[config.mk]
export PLATFORM = sky130hd
export DESIGN_NAME = i8254_bus_control
export DESIGN_NICKNAME = d
export VERILOG_FILES = /design/src/rtl/i8254_pkg.sv /design/src/rtl/i8254_counter_ctl.sv /design/src/rtl/i8254_bus_control.sv
export SDC_FILE = /design/constraint.sdc
export NUM_CORES = 1
export LEC_CHECK = 0
export CAP_MARGIN = 15
export CORE_AREA = 2 2 124 138
export DETAILED_ROUTE_END_ITERATION = 12
export DIE_AREA = 0 0 126 140
export GPL_TIMING_DRIVEN = 0
export PLACE_DENSITY = 0.88
export REMOVE_ABC_BUFFERS = 1
export SETUP_SLACK_MARGIN = 0.02
export SLEW_MARGIN = 20
export SYNTH_ARGS = -nofsm -noshare
export SYNTH_HDL_FRONTEND = slang
export SYNTH_SLANG_ARGS = --single-unit
[constraint.sdc]
create_clock -name clk -period 9.45 [get_ports clk]
set_input_delay 1.89 -clock clk [delete_from_list [all_inputs] [get_ports clk]]
set_output_delay 1.89 -clock clk [all_outputs]
set_load 0.01 [all_outputs]
[src/rtl/i8254_pkg.sv]
// rtl/i8254_pkg.sv - shared constants, types and helpers for the 8254 bus/control block
package i8254_pkg;

    localparam logic [1:0] ADDR_CNT0 = 2'b00;
    localparam logic [1:0] ADDR_CNT1 = 2'b01;
    localparam logic [1:0] ADDR_CNT2 = 2'b10;
    localparam logic [1:0] ADDR_CTRL = 2'b11;

    typedef enum logic [1:0] {
        RW_LATCH   = 2'b00,
        RW_LSB     = 2'b01,
        RW_MSB     = 2'b10,
        RW_LSB_MSB = 2'b11
    } rw_e;

    localparam int CW_SC_HI   = 7;
    localparam int CW_SC_LO   = 6;
    localparam int CW_RW_HI   = 5;
    localparam int CW_RW_LO   = 4;
    localparam int CW_M_HI    = 3;
    localparam int CW_M_LO    = 1;
    localparam int CW_BCD     = 0;
    localparam int RB_NOCOUNT = 5;
    localparam int RB_NOSTAT  = 4;

    typedef struct packed {
        logic       out;
        logic       null_cnt;
        rw_e        rw;
        logic [2:0] mode;
        logic       bcd;
    } status_t;

    typedef struct packed {
        logic       cs_n;
        logic       rd_n;
        logic       wr_n;
        logic [1:0] addr;
        logic [7:0] data;
    } bus_sample_t;

    localparam bus_sample_t BUS_IDLE = '{cs_n: 1'b1, rd_n: 1'b1, wr_n: 1'b1, addr: 2'b00, data: 8'h00};

    // Modes 6 and 7 alias modes 2 and 3.
    function automatic logic [2:0] norm_mode(input logic [2:0] m);
        return m[1] ? {1'b0, m[1:0]} : m;
    endfunction

endpackage

[src/rtl/i8254_counter_ctl.sv]
// rtl/i8254_counter_ctl.sv - per-counter control word, byte pointers, latches and null-count
module i8254_counter_ctl
    import i8254_pkg::*;
#(
    parameter logic [1:0] IDX = 2'd0
) (
    input  logic        clk,
    input  logic        rst,
    input  logic        ctrl_wr,
    input  logic        cnt_wr,
    input  logic        cnt_rd,
    input  logic [7:0]  wr_data,
    input  logic [15:0] count,
    input  logic        out_pin,
    input  logic        loaded,
    output logic [2:0]  mode,
    output logic        bcd,
    output logic        null_count,
    output logic        ld_req,
    output logic [15:0] ld_val,
    output logic [7:0]  rd_byte
);

    localparam int RB_BIT = int'(IDX) + 1;

    rw_e         rw;
    logic        wptr, rptr;
    logic [7:0]  held;
    logic [15:0] cnt_latch;
    logic        cnt_full;
    status_t     st_latch;
    logic        st_full;

    logic [1:0]  sc, rwf;
    logic        rb_sel, own, prog, latch_cnt, latch_st;
    logic [15:0] src;

    assign sc        = wr_data[CW_SC_HI:CW_SC_LO];
    assign rwf       = wr_data[CW_RW_HI:CW_RW_LO];
    assign rb_sel    = ctrl_wr && (sc == 2'b11) && wr_data[RB_BIT];
    assign own       = ctrl_wr && (sc == IDX);
    assign prog      = own && (rwf != RW_LATCH);
    assign latch_cnt = (own && (rwf == RW_LATCH)) || (rb_sel && !wr_data[RB_NOCOUNT]);
    assign latch_st  = rb_sel && !wr_data[RB_NOSTAT];

    always_comb begin
        ld_req = cnt_wr && ((rw == RW_LSB) || (rw == RW_MSB) || ((rw == RW_LSB_MSB) && wptr));
        case (rw)
            RW_LSB:  ld_val = {8'h00, wr_data};
            RW_MSB:  ld_val = {wr_data, 8'h00};
            default: ld_val = {wr_data, held};
        endcase
    end

    // A pending status byte always goes out before any count byte.
    always_comb begin
        src = cnt_full ? cnt_latch : count;
        if (st_full) begin
            rd_byte = st_latch;
        end else begin
            case (rw)
                RW_MSB:     rd_byte = src[15:8];
                RW_LSB_MSB: rd_byte = rptr ? src[15:8] : src[7:0];
                default:    rd_byte = src[7:0];
            endcase
        end
    end

    always_ff @(posedge clk or posedge rst) begin
        if (rst) begin
            rw         <= RW_LATCH;
            mode       <= 3'd0;
            bcd        <= 1'b0;
            wptr       <= 1'b0;
            rptr       <= 1'b0;
            held       <= 8'h00;
            cnt_latch  <= 16'h0000;
            cnt_full   <= 1'b0;
            st_latch   <= '0;
            st_full    <= 1'b0;
            null_count <= 1'b0;
        end else begin
            if (prog) begin
                rw       <= rw_e'(rwf);
                mode     <= norm_mode(wr_data[CW_M_HI:CW_M_LO]);
                bcd      <= wr_data[CW_BCD];
                wptr     <= 1'b0;
                rptr     <= 1'b0;
                cnt_full <= 1'b0;
                st_full  <= 1'b0;
            end else begin
                if (latch_cnt && !cnt_full) begin
                    cnt_latch <= count;
                    cnt_full  <= 1'b1;
                end
                if (latch_st && !st_full) begin
                    st_latch <= {out_pin, null_count, rw, mode, bcd};
                    st_full  <= 1'b1;
                end
                if (cnt_wr && (rw == RW_LSB_MSB)) begin
                    if (!wptr) held <= wr_data;
                    wptr <= !wptr;
                end
                if (cnt_rd) begin
                    if (st_full) begin
                        st_full <= 1'b0;
                    end else if (rw == RW_LSB_MSB) begin
                        rptr <= !rptr;
                        if (rptr) cnt_full <= 1'b0;
                    end else begin
                        cnt_full <= 1'b0;
                    end
                end
            end
            if (prog || ld_req) null_count <= 1'b1;
            else if (loaded)    null_count <= 1'b0;
        end
    end

endmodule

[src/rtl/i8254_bus_control.sv]
// rtl/i8254_bus_control.sv - 8254 CPU bus interface: pin sync, access framing, decode, read mux
module i8254_bus_control
    import i8254_pkg::*;
#(
    parameter int SYNC_STAGES = 2
) (
    input  logic        clk,
    input  logic        rst,
    input  logic [7:0]  data_in,
    output logic [7:0]  data_out,
    output logic        data_oe,
    input  logic        a0,
    input  logic        a1,
    input  logic        cs_n,
    input  logic        rd_n,
    input  logic        wr_n,
    input  logic [47:0] count_val,
    input  logic [2:0]  out_state,
    input  logic [2:0]  cnt_loaded,
    output logic [8:0]  cw_mode,
    output logic [2:0]  cw_bcd,
    output logic [15:0] load_value,
    output logic [2:0]  load_strobe,
    output logic [2:0]  null_count
);

    bus_sample_t sync_q [SYNC_STAGES];
    bus_sample_t cur, prev;

    always_ff @(posedge clk or posedge rst) begin
        if (rst) begin
            for (int i = 0; i < SYNC_STAGES; i++) sync_q[i] <= BUS_IDLE;
            prev <= BUS_IDLE;
        end else begin
            sync_q[0] <= {cs_n, rd_n, wr_n, a1, a0, data_in};
            for (int i = 1; i < SYNC_STAGES; i++) sync_q[i] <= sync_q[i-1];
            prev <= cur;
        end
    end

    assign cur = sync_q[SYNC_STAGES-1];

    // Strobe edges commit using the address/data of the last sample before the edge.
    logic legal, wr_commit, rd_commit, rd_active;
    assign legal     = !prev.cs_n && (prev.rd_n || prev.wr_n);
    assign wr_commit = legal && !prev.wr_n && cur.wr_n;
    assign rd_commit = legal && !prev.rd_n && cur.rd_n;
    assign rd_active = !cur.cs_n && !cur.rd_n && cur.wr_n && (cur.addr != ADDR_CTRL);

    logic [2:0]  ld_req;
    logic [15:0] ld_val  [3];
    logic [7:0]  rd_byte [3];

    for (genvar g = 0; g < 3; g++) begin : g_cnt
        i8254_counter_ctl #(.IDX(2'(g))) u_ctl (
            .clk        (clk),
            .rst        (rst),
            .ctrl_wr    (wr_commit && (prev.addr == ADDR_CTRL)),
            .cnt_wr     (wr_commit && (prev.addr == 2'(g))),
            .cnt_rd     (rd_commit && (prev.addr == 2'(g))),
            .wr_data    (prev.data),
            .count      (count_val[16*g +: 16]),
            .out_pin    (out_state[g]),
            .loaded     (cnt_loaded[g]),
            .mode       (cw_mode[3*g +: 3]),
            .bcd        (cw_bcd[g]),
            .null_count (null_count[g]),
            .ld_req     (ld_req[g]),
            .ld_val     (ld_val[g]),
            .rd_byte    (rd_byte[g])
        );
    end

    logic [15:0] ld_sel;
    logic [7:0]  rd_sel;

    always_comb begin
        ld_sel = load_value;
        for (int n = 0; n < 3; n++) begin
            if (ld_req[n]) ld_sel = ld_val[n];
        end
        case (cur.addr)
            ADDR_CNT0: rd_sel = rd_byte[0];
            ADDR_CNT1: rd_sel = rd_byte[1];
            ADDR_CNT2: rd_sel = rd_byte[2];
            default:   rd_sel = 8'h00;
        endcase
    end

    always_ff @(posedge clk or posedge rst) begin
        if (rst) begin
            load_strobe <= 3'b000;
            load_value  <= 16'h0000;
            data_oe     <= 1'b0;
            data_out    <= 8'h00;
        end else begin
            load_strobe <= ld_req;
            load_value  <= ld_sel;
            data_oe     <= rd_active;
            data_out    <= rd_active ? rd_sel : 8'h00;
        end
    end

endmodule
==> results.json <==
{
  "gp_congestion": 0.773,
  "syn2layout_area_growth_pct": 20.5,
  "crit_slowest_cell": "clkdlybuf4s50_1",
  "hold_path.class": "reg2reg",
  "hold_viol_final": 0,
  "critical_path_class": "reg2out",
  "p_leak_nw": 4.65,
  "placed_cell_area_mm2": 0.0101,
  "vias": 6177,
  "io_pins": 112,
  "swShare_pct": 25.4,
  "ant_nets": 0,
  "yosysSeqAreaShare_pct": 55.2,
  "netlist_instances": 720,
  "fin_crit_ns": 3.30,
  "core_mm2": 0.0162,
  "final_nets": 884,
  "cp_max_fo": 3,
  "vias_per_cell": 6.03,
  "holdBufCountCts": 0,
  "seqPwrFrac_pct": 50.2,
  "p_sw_mw": 0.462,
  "crit_chain": "clkdlybuf4s50_1",
  "relSlewSlack_pct": 30.2,
  "cp.required_ns": 7.56,
  "num_rows": 49,
  "dr.pass1.iters": 5,
  "ys_ff_latch": 196,
  "internal-power_mw": 1.36,
  "drv_cap": 0,
  "path_clk_slew_ns": 0.08,
  "async_reset_ff_share_pct": 100,
  "grt_antenna_before_repair": 1,
  "die_h_um": 140,
  "wl_met3_um": 1080,
  "ys.flop_type": "dfrtp_1",
  "layout_commonest_cell": "dfrtp_1",
  "drc": 0,
  "wl_met1_um": 8310,
  "synth_edf_count": 0,
  "clock_latency_ns": 0.44,
  "synthesis.area_per_instance_um2": 12.4,
  "design_area_mm2": 0.0107,
  "drive_above_1_share_pct": 23.3,
  "highest_layer": "met4",
  "synth_cell_types": 51,
  "dp_hpwl_um": 13300,
  "ctsResizeCount": 0,
  "clkPwrFrac_pct": 39.6,
  "crit_family": "buffers and inverters",
  "drt_iter0_markers": 675,
  "final_cell_mix": "dfrtp_1, mux2_2, clkdlybuf4s50_1",
  "cp.arrival_ns": 1.41,
  "cts_max_path_buffers": 2,
  "cts_tree": "yes",
  "grtUsageTotal_pct": 23.2,
  "wl_met2_um": 10100,
  "grt_max_degree": 81,
  "clock-root-buffer": "clkbuf_16",
  "post_cts_buffers": 0,
  "end_kind": "output port",
  "clock_skew_ns": 0.0127,
  "critPathBufInv": 1,
  "cts.sinks": 196,
  "drt-total-wl_um": 20000,
  "setup_viol": 0,
  "cts_made_buffers": 17,
  "io_buffers": 111,
  "drv_slew": 0,
  "finalCritPeriodShare_pct": 34.9,
  "critPathMaxStageDelay_ns": 0.59,
  "grt_pass1_wl_um": 32500,
  "pwr-share-comb_pct": 10.2,
  "p_per_area_mw_per_mm2": 170,
  "netlist_area_mm2": 0.00890,
  "start_util_pct": 55.0,
  "ys.warnings.count": 0,
  "grt_pass1_vias": 6190,
  "max_freq_mhz": 303,
  "tightestPinTransition_ns": 1.04,
  "ir_worst_vdd_v": 0.000132,
  "wl_per_cell_um": 19.5,
  "start_kind": "flip-flop",
  "outcome": "finished, final reports clean",
  "grt-ovfl-total": 0,
  "fin_tns_setup_ns": 0,
  "die_w_um": 126,
  "h-tree-depth": 4,
  "rsz0062_at_grt": "false",
  "fp.dieArea_mm2": 0.0176
}
[power by group through the flow]
stage	clock [mW]	combinational [mW]	sequential (mW)
floorplan	0	0.102	0.919
global placement	0	0.177	0.926
detailed placement	0	0.184	0.927
CTS	0.726	0.187	0.911
global route	0.764	0.203	0.917
finish	0.721	0.186	0.912
[routing by layer]
metal | vias up | global-route usage, %
met2 | 220 | 38.3
met3 | 46 | 5.08
li1 | 2792 | -
met1 | 3119 | 30.6
met5 | - | 0
met4 | 0 | 8.33
[layout make-up]
| cell class | instances | area [um2] |
|---|---|---|
| Fill cell | 1145 | 5460 |
| Sequential cell | 196 | 4920 |
| Multi-Input combinational cell | 457 | 3700 |
| Timing Repair Buffer | 114 | 1180 |
| Clock buffer | 19 | 453 |
| Tap cell | 204 | 255 |
| Clock inverter | 13 | 135 |
| Inverter | 20 | 82.6 |
| Antenna cell | 1 | 2.50 |
[cells by family (layout without fill, tap and decap cells)]
group	Yosys count	after routing	synth area share, %
muxes	158	158	19.5
other	0	1	0
xor gates and xnor gates	3	3	0.295
and+or+nand+nor	142	142	8.67
adders and majority gates	9	9	1.26
DFF	196	196	55.2
buffers and inverters	67	166	3.33
AOI/OAI and AO/OA	145	145	11.7
[final timing paths]
check,to,cells past startpoint,slack [ns],startpoint
min reg2reg,prev[1],0,0.35,cur[1]
max in group asynchronous,g_cnt[2].u_ctl.st_latch[5],3,6.87,rst
max,cw_mode[2],1,6.15,g_cnt[0].u_ctl.mode[2]
min,prev[1],0,0.35,cur[1]
max reg2reg,g_cnt[1].u_ctl.cnt_latch[9],5,6.20,cur[10]
min in group asynchronous,g_cnt[0].u_ctl.null_count,2,1.87,rst
[flip-flops by register name (all words and copies together), names as in the netlist, 6 cells and up]
signal,flops
g_cnt.u_ctl.st_latch,24
data_out,8
g_cnt.u_ctl.held,24
load_value,16
cur,13
sync_q,13
g_cnt.u_ctl.cnt_latch,48
g_cnt.u_ctl.rw,6
prev,13
g_cnt.u_ctl.mode,9
[worst register-to-register path, cell delays in order (launching register included)]
cell       delay, ns
dfstp_2         0.55
nand4bb_1       0.65
nor3_2          0.66
nand3_1         0.18
nor2_2          0.68
mux2_2          0.43
[cells in the mapped netlist, types with 2 or more instances]
library cell,count,area (um2)
o21ai_1,2,10.0
o21bai_1,3,22.5
nor2b_1,7,43.8
dfrtp_1,187,4680
o21ai_0,17,85.1
buf_4,8,60.1
nand3b_1,3,22.5
a22o_1,8,70.1
xnor2_1,3,26.3
a21oi_1,17,85.1
nand2b_1,4,25.0
ha_1,9,113
buf_2,12,60.1
nand4bb_1,2,22.5
inv_1,18,67.6
o22ai_1,2,12.5
a31oi_1,10,62.6
or3_1,2,12.5
a211o_1,9,78.8
clkbuf_1,24,90.1
nor3_2,6,60.1
a22oi_1,8,60.1
buf_1,3,11.3
a21bo_2,4,40.0
dfstp_2,9,236
o31ai_1,8,60.1
nor3_1,9,45.0
nand2_1,68,255
nor3b_4,4,75.1
mux2i_1,33,330
mux2_2,124,1400
a211oi_1,9,67.6
a2111oi_0,2,17.5
a21boi_0,3,22.5
nor2_1,21,78.8
nand3_1,10,50.1
o211ai_1,23,173
o221ai_1,16,140
[metrics by stage]
stage	cells	hold WS (ns)	power, mW	utilization [%]	worst slack, ns
2_1_floorplan	673	0.331	1.02	-	2.23
3_3_place_gp	988	0.331	1.10	62.1	-0.158
3_5_place_dp	991	0.335	1.11	62.6	6.10
4_1_cts	1023	0.351	1.82	66.2	6.15
5_1_grt	1023	0.354	1.88	66.3	5.98
6_report	1024	0.349	1.82	66.3	6.15
(Power assumes the default switching activity.)
==> edit 1, RTL diff (same flow settings) <==
Add an input register stage for `count_val`; this delays it by one clock. The other inputs are not delayed to match.
--- a/src/rtl/i8254_bus_control.sv
+++ b/src/rtl/i8254_bus_control.sv
@@ -25,2 +25,8 @@
 );
+
+    logic [47:0] count_val_q;
+
+    always_ff @(posedge clk) begin
+        count_val_q <= count_val;
+    end
 
@@ -61,3 +67,3 @@
             .wr_data    (prev.data),
-            .count      (count_val[16*g +: 16]),
+            .count      (count_val_q[16*g +: 16]),
             .out_pin    (out_state[g]),
Function: changed (a bounded check fails within 4 cycles, from zero or initial values and one cycle with rst high).
==> edit 1 against the original RTL <==
  * Final area up 11%
  * Wire length rose by 7.7%
  * Total power is 22% higher
  * Synthesized area increased by 13%
  * Die area is the same
  * Count of clock-buffer cells in the layout increased by 21
  * Global-route usage rose by 1.3 points
  * Non-clock buffer count decreased by 2
  * Sequential cell count up 48
  * Setup slack worse by 0.11 ns
  * Final cell count is 7.2% higher
  * Worst hold slack got worse by 0.0050 ns
  * Sequential power grew 24%
  * Critical endpoint is now cw_bcd[0]
  * Largest cell class unchanged
  * Highest routed layer unchanged
==> edit 1: results (changes against the original RTL) <==
- Status: finished clean
- Synth top cells by count: dfrtp_1, mux2_2, nand2_1, dfxtp_1, o21ai_0
- Largest net degree at the start of global routing: 107 (+32%)
- Drt first-iter violations: 599 (-11%)
- P_int: 1710 uW (+26%)
- Syn Area/Cell: 12.7 sq um (+2.8%)
- Number of global-route vias before repair: 6749 (+9.0%)
- Total Routing Usage GR: 24.5% (+1.3 points)
- R2R cell count: 7 (+2)
- First-pass GRT wire length: 34900 um (+7.4%)
- Arrival time at the worst endpoint: 1.52 ns (+0.11 ns)
- Seq pwr: 1130 uW (+24%)
- Via count: 6588 (+6.7%)
- Share of cells above drive strength 1: 21.3% (-2.1 points)
- Final worst clock skew: 0.0220 ns (+0.00934 ns)
- Slew HR: 26.3% (-3.9 points)
- Pwr Total: 2220 uW (+22%)
- CTS Buffer Depth: 3 (+1)
- H-tree levels: 1 (-3)
- Worst-case vdd ir drop: 0.146 mV (+10%)
- Async set-reset flop share out of synthesis: 80.3% (-20 points)
- Area contributors post-synth: dfrtp_1, mux2_2, dfxtp_1
- Fillers: 1051 (-8.2%)
- Logic pwr share: 8.4% (-1.8 points)
- Sequential area share after synthesis: 58.6% (+3.4 points)
- Initial antenna violation count: 0 (-1)
- Count of cell types in the netlist: 60 (+18%)
- Leak: 0.00532 uW (+14%)
- Fin cells: 1098 (+7.2%)
- Pre-CTS setup slack: 6.07 ns (-0.0352 ns)
==> edit 1: per-layer routing <==
metal	track usage (%)	routed length, um	vias to the layer above
met5	0	0	-
met4	9.08	807	0
met3	4.32	1280	67
met2	41.8	10800	238
met1	31.7	8680	3290
li1	-	-	2993
==> edit 1: final timing paths <==
kind / slack [ns] / to / start
max: 6.04 / cw_bcd[0] / g_cnt[0].u_ctl.bcd$_DFFE_PP0P_
min: 0.34 / prev[5]$_DFF_PP0_ / cur[5]$_DFF_PP0_
max reg2reg: 6.36 / load_value[5]$_DFFE_PP0P_ / g_cnt[0].u_ctl.rw[0]$_DFFE_PP0P_
min reg2reg: 0.34 / prev[5]$_DFF_PP0_ / cur[5]$_DFF_PP0_
max in group asynchronous: 6.65 / g_cnt[2].u_ctl.cnt_latch[8]$_DFFE_PP0P_ / rst
min in group asynchronous: 1.86 / g_cnt[0].u_ctl.cnt_latch[9]$_DFFE_PP0P_ / rst
==> edit 1: cells by family after synthesis <==
family,share of synthesized area (%)
simple gates,7.81
xor+xnor,0.262
buf+inv,3.37
compound gates,10.6
fa+ha+maj,1.12
flops,58.6
mux,18.3
==> edit 1: cell type report <==
| class | instances | area, sq um | area share [%] |
|---|---|---|---|
| clock buffers | 40 | 742 | 6.22 |
| clock inverters | 4 | 20.0 | 0.168 |
| inverters | 19 | 78.8 | 0.661 |
| multi-input cells | 475 | 3820 | 32.0 |
| flip-flops and latches | 244 | 5880 | 49.3 |
| well taps | 204 | 255 | 2.14 |
| repair buffers | 112 | 1140 | 9.54 |
==> edit 1: stage by stage <==
stage	cell area (sq um)	TNS, ns
after floorplan	9770	0
after global placement	11100	-19.60
after detailed placement	11200	0
after CTS	11900	0
after global routing	11900	0
final	11900	0
==> edit 2, RTL diff (same flow settings) <==
Made on the original files. Remove the register `data_out`: a continuous assignment takes its place, so the output `data_out` follows one clock earlier.
--- a/src/rtl/i8254_bus_control.sv
+++ b/src/rtl/i8254_bus_control.sv
@@ -94,3 +94,2 @@
             data_oe     <= 1'b0;
-            data_out    <= 8'h00;
         end else begin
@@ -99,3 +98,2 @@
             data_oe     <= rd_active;
-            data_out    <= rd_active ? rd_sel : 8'h00;
         end
@@ -103,2 +101,4 @@
 
+    assign data_out = rd_active ? rd_sel : 8'h00;
+
 endmodule
Formal check against the unedited RTL: not equivalent (Yosys sat finds a counterexample within 4 cycles, from zero or initial values and one cycle with rst high).
==> edit 2 against the original RTL <==
  * Sequential power fell by 4.6%
  * Largest cell class unchanged
  * Final area fell by 2.8%
  * Global-route usage rose by 0.24 points
  * Core utilization fell by 1.9 points
  * First-iteration DRC count fell by 35%
  * Wire length rose by 0.74%
  * Worst hold slack improved by 0.0015 ns
  * Critical path depth rose by 6
  * Synthesized area fell by 2.3%
  * Sequential cell count fell by 8
  * Setup slack got worse by 2.5 ns
  * Total power fell by 5.2%
  * Clock power fell by 6.5%
  * Final cell count rose by 1.3%
==> edit 2: results (changes against the original RTL) <==
- Grt met2 use: 38.1% (-0.11 points)
- Port bufs: 111 (unchanged)
- Worst-case vdd ir drop: 0.125 mV (-5.4%)
- Status: finished clean
- Sequential area share after synthesis: 54.2% (-1.0 points)
- Arrival time at the worst endpoint: 3.92 ns (+2.51 ns)
- Largest net degree at the start of global routing: 108 (+33%)
- Post-DR vias/cell: 5.98 (-0.79%)
- Synth top cells by count: dfrtp_1, mux2_2, nand2_1, o21ai_0, mux2i_1
- First-pass GRT wire length: 32500 um (+0.11%)
- Initial antenna violation count: 0 (-1)
- Area contributors post-synth: dfrtp_1, mux2_2, nand2_1
- Placer Congestion: 0.840 (+8.7%)
- Total Routing Usage GR: 23.5% (+0.24 points)
- Dpl hpwl: 13500 um (+1.6%)
- Clock Pin Slew Worst Setup and Hold Paths: 0.06 ns (-0.02 ns)
- M1 GR Usage: 31.0% (+0.41 points)
- Final worst clock skew: 0.0116 ns (-0.00104 ns)
- Crit-path max FO: 2 (-1)
- Ant. Diodes: 0 (-1)
- Leak: 0.00460 uW (-0.92%)
- Nets: 898 (+1.6%)
- Drt first-iter violations: 439 (-35%)
- Met3 Use GR: 5.12% (+0.038 points)
- Routed WL: 20100 um (+0.74%)
- First-pass detailed-route iteration total: 5 (unchanged)
- Cell Area, Placed: 0.00988 sq mm (-2.4%)
- CTS Buffer Depth: 2 (unchanged)
- Placed cell count: 1005 (+1.4%)
- Cells after Synth: 736 (+2.2%)
- Ys Warns: 0 (unchanged)
- CTS Root Cell: clkbuf_16
- Count of cell types in the netlist: 49 (-3.9%)
- Share of cells above drive strength 1: 21.5% (-1.8 points)
- Sw Ratio: 24.9% (-0.49 points)
- Worst-margin pin slew: 0.969 ns (-0.0688 ns)
- Via count: 6206 (+0.47%)
## edit 2: changes by cell type after synthesis, sizes merged, moves of 6 or more
cell,before,now
a211o,9,2
a211oi,9,3
clkbuf,24,30
dfrtp,187,179
nand2,68,103
nor2,23,15
nor3,15,9
o21ai,20,39
o31ai,8,0
## edit 2: worst register-to-register path: stages (launching register included)
cell and delay [ns]:
dfstp_2 0.55, and4bb_1 0.50, and3_1 0.52, nor3b_1 0.41, nor2b_2 0.75, mux2_2 0.44
## edit 2: kinds of logic after synthesis
family,synth area share [%]
multiplexers,20.2
adder cells (fa/ha/maj),1.29
AND/OR/NAND/NOR,9.19
buffers and inverters,3.55
AO/OA/AOI/OAI,11.2
flip-flops,54.2
XOR/XNOR,0.302
## edit 2: path summary, 6_finish.rpt
kind	end	cells after the start	from	slack, ns
max	data_out[0]	7	count_val[40]	3.64
min	cur[0]$_DFF_PP0_	0	sync_q[13]$_DFF_PP0_	0.35
max reg2reg	g_cnt[0].u_ctl.cnt_latch[15]$_DFFE_PP0P_	5	prev[11]$_DFF_PP1_	6.16
min reg2reg	cur[0]$_DFF_PP0_	0	sync_q[13]$_DFF_PP0_	0.35
max in group asynchronous	g_cnt[2].u_ctl.cnt_latch[14]$_DFFE_PP0P_	3	rst	6.65
min in group asynchronous	cur[1]$_DFF_PP0_	2	rst	1.92
## edit 2: layout make-up
| cell class | count | area, sq um |
|---|---|---|
| clock inverters | 12 | 96.3 |
| fillers | 1212 | 5760 |
| clock buffers | 20 | 447 |
| well taps | 204 | 255 |
| multi-input cells | 480 | 3680 |
| flip-flops and latches | 188 | 4720 |
| inverters | 20 | 82.6 |
| repair buffers | 113 | 1150 |
## edit 2: per-stage QoR
step	power, uW	hold WS [ns]	setup WS [ns]
after detailed placement	1060	0.336	3.67
after floorplan	972	0.331	2.46
after global routing	1790	0.354	3.63
final	1720	0.350	3.64
after CTS	1730	0.352	3.67
after global placement	1050	0.331	0.163
## edit 2: layer usage
metal	vias up	share of wire, %
met3	39	5.5
li1	2803	-
met2	215	50
met1	3149	42
met4	0	2.3
met5	-	0
## edit 2: power by group through the flow
| stage | Clock [uW] | Combinational, uW | Sequential, uW |
|---|---|---|---|
| floorplan | 0 | 95.0 | 877 |
| global placement | 0 | 173 | 881 |
| detailed placement | 0 | 179 | 884 |
| CTS | 678 | 181 | 870 |
| global route | 721 | 196 | 874 |
| finish | 674 | 179 | 870 |
